--- src/rtl/tx_framer_if.sv ---
// tx_framer_if: stream-source and byte-sink signals of the frame transmitter.
// The master modport is the framer side. It pulls words from the stream source
// and drives the outgoing byte channel. The slave modport is the environment
// side, which holds the message source and the byte sink.
interface tx_framer_if;
    logic [31:0] strm_data;
    logic [7:0]  strm_count;
    logic [3:0]  strm_id;
    logic        strm_avail;
    logic        strm_pull;
    logic [3:0]  send_id;
    logic [7:0]  tx_data;
    logic        tx_valid;
    logic        tx_ready;

    modport master (
        input  strm_data,
        input  strm_count,
        input  strm_id,
        input  strm_avail,
        input  tx_ready,
        output strm_pull,
        output send_id,
        output tx_data,
        output tx_valid
    );

    modport slave (
        output strm_data,
        output strm_count,
        output strm_id,
        output strm_avail,
        output tx_ready,
        input  strm_pull,
        input  send_id,
        input  tx_data,
        input  tx_valid
    );
endinterface

--- src/rtl/tx_framer.sv ---
// tx_framer: turns a pending stream message into a byte frame.
// Frame layout: 0xA5, {4'h0, id}, word count, then each 32-bit word as four
// bytes, least significant byte first.
// Optional feature macro TX_FRAMER_CRC_EN: when defined, one CRC-8 byte is
// appended. It uses poly 0x07 and init 0x00, and covers the ID, COUNT and DATA
// bytes. When the macro is undefined, the CRC state and logic are removed.
// All outputs are registered. The reset is asynchronous and active-low.
module tx_framer (
    input  logic          clk,
    input  logic          rst_n,
    tx_framer_if.master   bus
);

    localparam logic [2:0] IDLE  = 3'd0;
    localparam logic [2:0] SYNC  = 3'd1;
    localparam logic [2:0] ID    = 3'd2;
    localparam logic [2:0] COUNT = 3'd3;
    localparam logic [2:0] LOAD  = 3'd4;
    localparam logic [2:0] DATA  = 3'd5;
`ifdef TX_FRAMER_CRC_EN
    localparam logic [2:0] CRC   = 3'd6;
`endif

    localparam logic [7:0] SYNC_BYTE = 8'hA5;

    logic [2:0]  state_q,  state_n;
    logic [3:0]  id_q,     id_n;
    logic [7:0]  count_q,  count_n;
    logic [31:0] shift_q,  shift_n;
    logic [1:0]  idx_q,    idx_n;
    logic [7:0]  data_q,   data_n;
    logic        valid_q,  valid_n;
    logic        pull_q,   pull_n;
    logic        transfer;

`ifdef TX_FRAMER_CRC_EN
    logic [7:0]  crc_q, crc_n;
    logic [7:0]  crc_upd;

    // Advances the CRC-8 register by one whole byte (MSB first, poly 0x07)
    function automatic logic [7:0] crc8_next(input logic [7:0] crc, input logic [7:0] din);
        logic [7:0] c;
        c = crc ^ din;
        for (int i = 0; i < 8; i++) begin
            c = c[7] ? ((c << 1) ^ 8'h07) : (c << 1);
        end
        return c;
    endfunction

    // CRC value including the byte currently on tx_data, used on its transfer
    always_comb begin
        crc_upd = crc8_next(crc_q, data_q);
    end
`endif

    assign transfer = valid_q & bus.tx_ready;

    // Next-state and next-output logic; every output is set for the state being entered
    always_comb begin
        state_n = state_q;
        id_n    = id_q;
        count_n = count_q;
        shift_n = shift_q;
        idx_n   = idx_q;
        data_n  = data_q;
        valid_n = valid_q;
        pull_n  = 1'b0;
`ifdef TX_FRAMER_CRC_EN
        crc_n   = crc_q;
`endif

        case (state_q)
            IDLE: begin
                valid_n = 1'b0;
                if (bus.strm_avail) begin
                    id_n    = bus.strm_id;
                    count_n = bus.strm_count;
                    data_n  = SYNC_BYTE;
                    valid_n = 1'b1;
                    state_n = SYNC;
`ifdef TX_FRAMER_CRC_EN
                    crc_n   = 8'h00;
`endif
                end
            end

            SYNC: begin
                if (transfer) begin
                    data_n  = {4'h0, id_q};
                    state_n = ID;
                end
            end

            ID: begin
                if (transfer) begin
                    data_n  = count_q;
                    state_n = COUNT;
`ifdef TX_FRAMER_CRC_EN
                    crc_n   = crc_upd;
`endif
                end
            end

            COUNT: begin
                if (transfer) begin
`ifdef TX_FRAMER_CRC_EN
                    crc_n = crc_upd;
`endif
                    if (count_q != 8'd0) begin
                        valid_n = 1'b0;
                        pull_n  = 1'b1;
                        state_n = LOAD;
                    end else begin
`ifdef TX_FRAMER_CRC_EN
                        data_n  = crc_upd;
                        state_n = CRC;
`else
                        valid_n = 1'b0;
                        state_n = IDLE;
`endif
                    end
                end
            end

            LOAD: begin
                // One cycle only: take the word, present its low byte next
                shift_n = bus.strm_data;
                data_n  = bus.strm_data[7:0];
                count_n = count_q - 8'd1;
                idx_n   = 2'd0;
                valid_n = 1'b1;
                state_n = DATA;
            end

            DATA: begin
                if (transfer) begin
`ifdef TX_FRAMER_CRC_EN
                    crc_n = crc_upd;
`endif
                    if (idx_q == 2'd3) begin
                        if (count_q != 8'd0) begin
                            valid_n = 1'b0;
                            pull_n  = 1'b1;
                            state_n = LOAD;
                        end else begin
`ifdef TX_FRAMER_CRC_EN
                            data_n  = crc_upd;
                            state_n = CRC;
`else
                            valid_n = 1'b0;
                            state_n = IDLE;
`endif
                        end
                    end else begin
                        // Rotate so the next byte moves into [7:0]; bits [15:8] are about to be sent
                        shift_n = {shift_q[7:0], shift_q[31:8]};
                        data_n  = shift_q[15:8];
                        idx_n   = idx_q + 2'd1;
                    end
                end
            end

`ifdef TX_FRAMER_CRC_EN
            CRC: begin
                if (transfer) begin
                    valid_n = 1'b0;
                    state_n = IDLE;
                end
            end
`endif

            default: begin
                valid_n = 1'b0;
                state_n = IDLE;
            end
        endcase
    end

    // State register; reset abandons any frame in progress
    always_ff @(posedge clk or negedge rst_n) begin
        if (!rst_n) begin
            state_q <= IDLE;
        end else begin
            state_q <= state_n;
        end
    end

    // Frame context: stream id, remaining word count, word shifter and byte index
    always_ff @(posedge clk or negedge rst_n) begin
        if (!rst_n) begin
            id_q    <= 4'h0;
            count_q <= 8'h00;
            shift_q <= 32'h0000_0000;
            idx_q   <= 2'd0;
        end else begin
            id_q    <= id_n;
            count_q <= count_n;
            shift_q <= shift_n;
            idx_q   <= idx_n;
        end
    end

    // Registered byte channel and pull strobe
    always_ff @(posedge clk or negedge rst_n) begin
        if (!rst_n) begin
            data_q  <= 8'h00;
            valid_q <= 1'b0;
            pull_q  <= 1'b0;
        end else begin
            data_q  <= data_n;
            valid_q <= valid_n;
            pull_q  <= pull_n;
        end
    end

`ifdef TX_FRAMER_CRC_EN
    // Running CRC over ID, COUNT and DATA bytes
    always_ff @(posedge clk or negedge rst_n) begin
        if (!rst_n) begin
            crc_q <= 8'h00;
        end else begin
            crc_q <= crc_n;
        end
    end
`endif

    assign bus.send_id   = id_q;
    assign bus.tx_data   = data_q;
    assign bus.tx_valid  = valid_q;
    assign bus.strm_pull = pull_q;

endmodule

--- src/flat_wrapper.sv ---
// flat-port wrapper written by rule: the top's interface ports become plain ports
module tx_framer_flat 
  (clk, rst_n, bus_strm_data, bus_strm_count, bus_strm_id, bus_strm_avail, bus_tx_ready, bus_strm_pull, bus_send_id, bus_tx_data, bus_tx_valid);
  tx_framer_if bus_i ();
  input  logic clk;
  input  logic rst_n;
  input wire logic [$bits(bus_i.strm_data)-1:0] bus_strm_data;
  input wire logic [$bits(bus_i.strm_count)-1:0] bus_strm_count;
  input wire logic [$bits(bus_i.strm_id)-1:0] bus_strm_id;
  input wire logic [$bits(bus_i.strm_avail)-1:0] bus_strm_avail;
  input wire logic [$bits(bus_i.tx_ready)-1:0] bus_tx_ready;
  output wire logic [$bits(bus_i.strm_pull)-1:0] bus_strm_pull;
  output wire logic [$bits(bus_i.send_id)-1:0] bus_send_id;
  output wire logic [$bits(bus_i.tx_data)-1:0] bus_tx_data;
  output wire logic [$bits(bus_i.tx_valid)-1:0] bus_tx_valid;
  assign bus_i.strm_data = bus_strm_data;
  assign bus_i.strm_count = bus_strm_count;
  assign bus_i.strm_id = bus_strm_id;
  assign bus_i.strm_avail = bus_strm_avail;
  assign bus_i.tx_ready = bus_tx_ready;
  assign bus_strm_pull = bus_i.strm_pull;
  assign bus_send_id = bus_i.send_id;
  assign bus_tx_data = bus_i.tx_data;
  assign bus_tx_valid = bus_i.tx_valid;
  tx_framer u_core (.clk(clk), .rst_n(rst_n), .bus(bus_i));
endmodule
--- config.mk ---
export PLATFORM = sky130hd
export DESIGN_NAME = tx_framer_flat
export DESIGN_NICKNAME = d
export VERILOG_FILES = /design/src/rtl/tx_framer_if.sv /design/src/rtl/tx_framer.sv /design/src/flat_wrapper.sv
export SDC_FILE = /design/constraint.sdc
export NUM_CORES = 1
export LEC_CHECK = 0
export BUFFER_PORTS_ARGS = -buffer_cell sky130_fd_sc_hd__buf_2
export CORE_ASPECT_RATIO = 0.6
export CORE_UTILIZATION = 40
export CTS_CLUSTER_DIAMETER = 200
export DETAILED_ROUTE_END_ITERATION = 6
export PLACE_DENSITY = 0.67
export SYNTH_ARGS = -nofsm -noshare
export SYNTH_HDL_FRONTEND = slang
export SYNTH_SLANG_ARGS = --single-unit
--- constraint.sdc ---
create_clock -name clk -period 5.4 [get_ports clk]
set_clock_uncertainty 0.15 [all_clocks]
set_input_delay 0.54 -clock clk [delete_from_list [all_inputs] [get_ports clk]]
set_output_delay 0.54 -clock clk [all_outputs]
set_load 0.02 [all_outputs]
==> out/metrics.cfg <==
[clock_tree]
clockBufferDepth=2
cts_tree=built
cts_made_buffers=9
cts_setup_buffers=0
cts.sinks=59
ctsResizeCount=0
worstSkewPairLatency_ps=320
cts_max_level=3
postCtsHoldBufs=0
cts-root-buf=clkbuf_16
clk_pin_slew_ps=50

[global_routing]
antenna_found_initial=1
grt_pass1_vias=2431
grt_usage_pct=20.4
grt_pass1_wl_um=12200
grt_start_max_net_pins=69
grt-ovfl-total=0

[placed_design]
post-dp-hpwl_um=5240
gp_congestion=0.840
portBuffers=61
placed_area_mm2=0.00348

[floorplan]
dieArea_mm2=0.00815
die_height_um=70.3
io_pins=62
start_util_pct=42.1
die_x_um=116
row_count=24
coreArea_mm2=0.00739

[sta]
drv_slew=0
worst_slew_pin_slew_ps=979
slew_headroom_pct=34.7
fin_crit_sh_pct=50.1
fmax_ghz=0.370
tns_ps=0
min_period_ps=2700
rsz0062_at_grt=false
hold_viol_final=0
finalSetupViolations=0

[detailed_routing]
wire_per_inst_um=15.6
dr.pass1.iters=4
postRouteAntennaNets=0
via_per_inst=5.31
drt_iter0_drc=232
wl_um=7400
num_vias=2521
route.detailed.drc=0

[worst_setup_path]
critical_path_class=reg -> reg
worstPathMaxFanout=68
cp.required_ps=5460
start_kind=flip-flop
arrival_ps=2770
worstSetupEndpointType=flip-flop

[power_and_ir_drop]
powerDensity_mw_per_mm2=590
ir_drop_uv=323
total_leakage_power_nw=1.96

[synth]
synthSimpleGateAreaFrac_pct=13.7
yosys.area_share.xor_xnor_pct=0.281
syn_area_mm2=0.00311
post_synth_num_cell_types=47
yosys-top-cells-area=dfrtp_1, mux2i_1, o21ai_0, nand2_1, o22ai_1
synthArstFlopShare_pct=100
synthFlopType=dfrtp_1
synth_fa_ha_area_share_pct=1.21
synth_top_family_by_area=multiplexers
synth_edf_count=0
seq_area_frac_synth_pct=47.4
ys_ff_latch=59
netlist_instances=314
syn_avg_cell_area_um2=9.91
syn_nets=365
synth_warnings=0
synth.area.mux_share_pct=17.6
yosys.area.top_type=dfrtp_1
synth_compound_area_share_pct=15.3
synth_top_area_share_pct=47.4

[outcome]
status=complete, no violations

[cells_and_area]
drive_gt1_share_pct=24.5
layout_common_cells=buf_2, dfrtp_1, nand2_1, mux2i_1, o21ai_0
syn2layout_area_growth_pct=21.3
final_common_cell=buf_2
nNetsFinal=418
n_fill_cell=719
final_area_mm2=0.00377
multi_input_area_mm2=0.00151
register_area_mm2=0.00148
diodes=0

[hold_path]
hp-class=in -> async

[job]
cap_violations=0

-- cells in the mapped netlist (4+ instances only) --
master,instances
dfrtp_1,59
mux2i_1,43
nand2_1,43
o21ai_0,39
buf_2,11
o22ai_1,11
clkbuf_1,10
inv_1,10
nor2_1,10
nor3_1,8
a21oi_1,7
nand3_1,6
mux2_2,5
a211oi_1,4
mux2_4,4
nor2b_1,4
-- cell type report --
class	instances	area share [%]
clock buffers	13	6.89
clock inverters	2	0.928
inverters	10	0.994
multi-input cells	223	39.9
flip-flops and latches	59	39.1
well taps	104	3.45
repair buffers	64	8.68
-- final timing paths --
check | startpoint | endpoint | slack (ps) | cells past startpoint
max | u_core.state_q[2] | u_core.idx_q[0] | 2700 | 6
min | rst_n | u_core.count_q[6] | 220 | 2
max reg2reg | u_core.state_q[2] | u_core.idx_q[0] | 2700 | 6
min reg2reg | u_core.shift_q[24] | u_core.shift_q[24] | 330 | 2
max in group asynchronous | rst_n | u_core.bus.send_id[2] | 4380 | 2
min in group clk | bus_strm_id[0] | u_core.bus.send_id[0] | 300 | 2
-- critical path: stages, from the launching register on --
cell	delay, ps
dfrtp_1	980
nand3b_1	140
buf_4	350
o22ai_4	210
buf_4	490
nor3_1	90
a21o_1	170
-- sequential cells by signal (all words and copies together), names as in the netlist --
name                  flops
u_core.bus.send_id        4
u_core.bus.strm_pull      1
u_core.bus.tx_data        8
u_core.bus.tx_valid       1
u_core.count_q            8
u_core.idx_q              2
u_core.shift_q           32
u_core.state_q            3
-- report_power, final --
| group | internal, mW | switching (mW) | total [mW] |
|---|---|---|---|
| Sequential | 0.642 | 0.201 | 0.843 |
| Combinational | 0.358 | 0.463 | 0.820 |
| Clock | 0.379 | 0.186 | 0.564 |
| Total | 1.38 | 0.850 | 2.23 |
-- kinds of logic after synthesis --
logic type,Yosys count
buffers and inverters,32
flip-flops,59
adder cells (fa/ha/maj),3
AO/OA/AOI/OAI,79
XOR/XNOR,1
multiplexers,52
AND/OR/NAND/NOR,88
-- per-stage QoR --
step	setup WS, ps	hold WS (ps)	util (%)	power (mW)	std cells
after detailed placement	2700	319	47.1	1.67	460
final	2700	220	51.1	2.23	475
after global routing	2470	269	51.1	2.41	475
after global placement	2770	313	47.1	1.63	460
after CTS	2690	241	51.1	2.25	475
after floorplan	3500	94.4	-	1.43	314
-- routing by layer --
layer	wire length, um	up-vias	global-route usage [%]
li1	-	1229	-
met1	3670	1198	30.3
met2	2970	86	26.9
met3	718	8	8.77
met4	46	0	4.84
met5	0	-	0
Note: power is estimated with default switching activity, not from simulation.
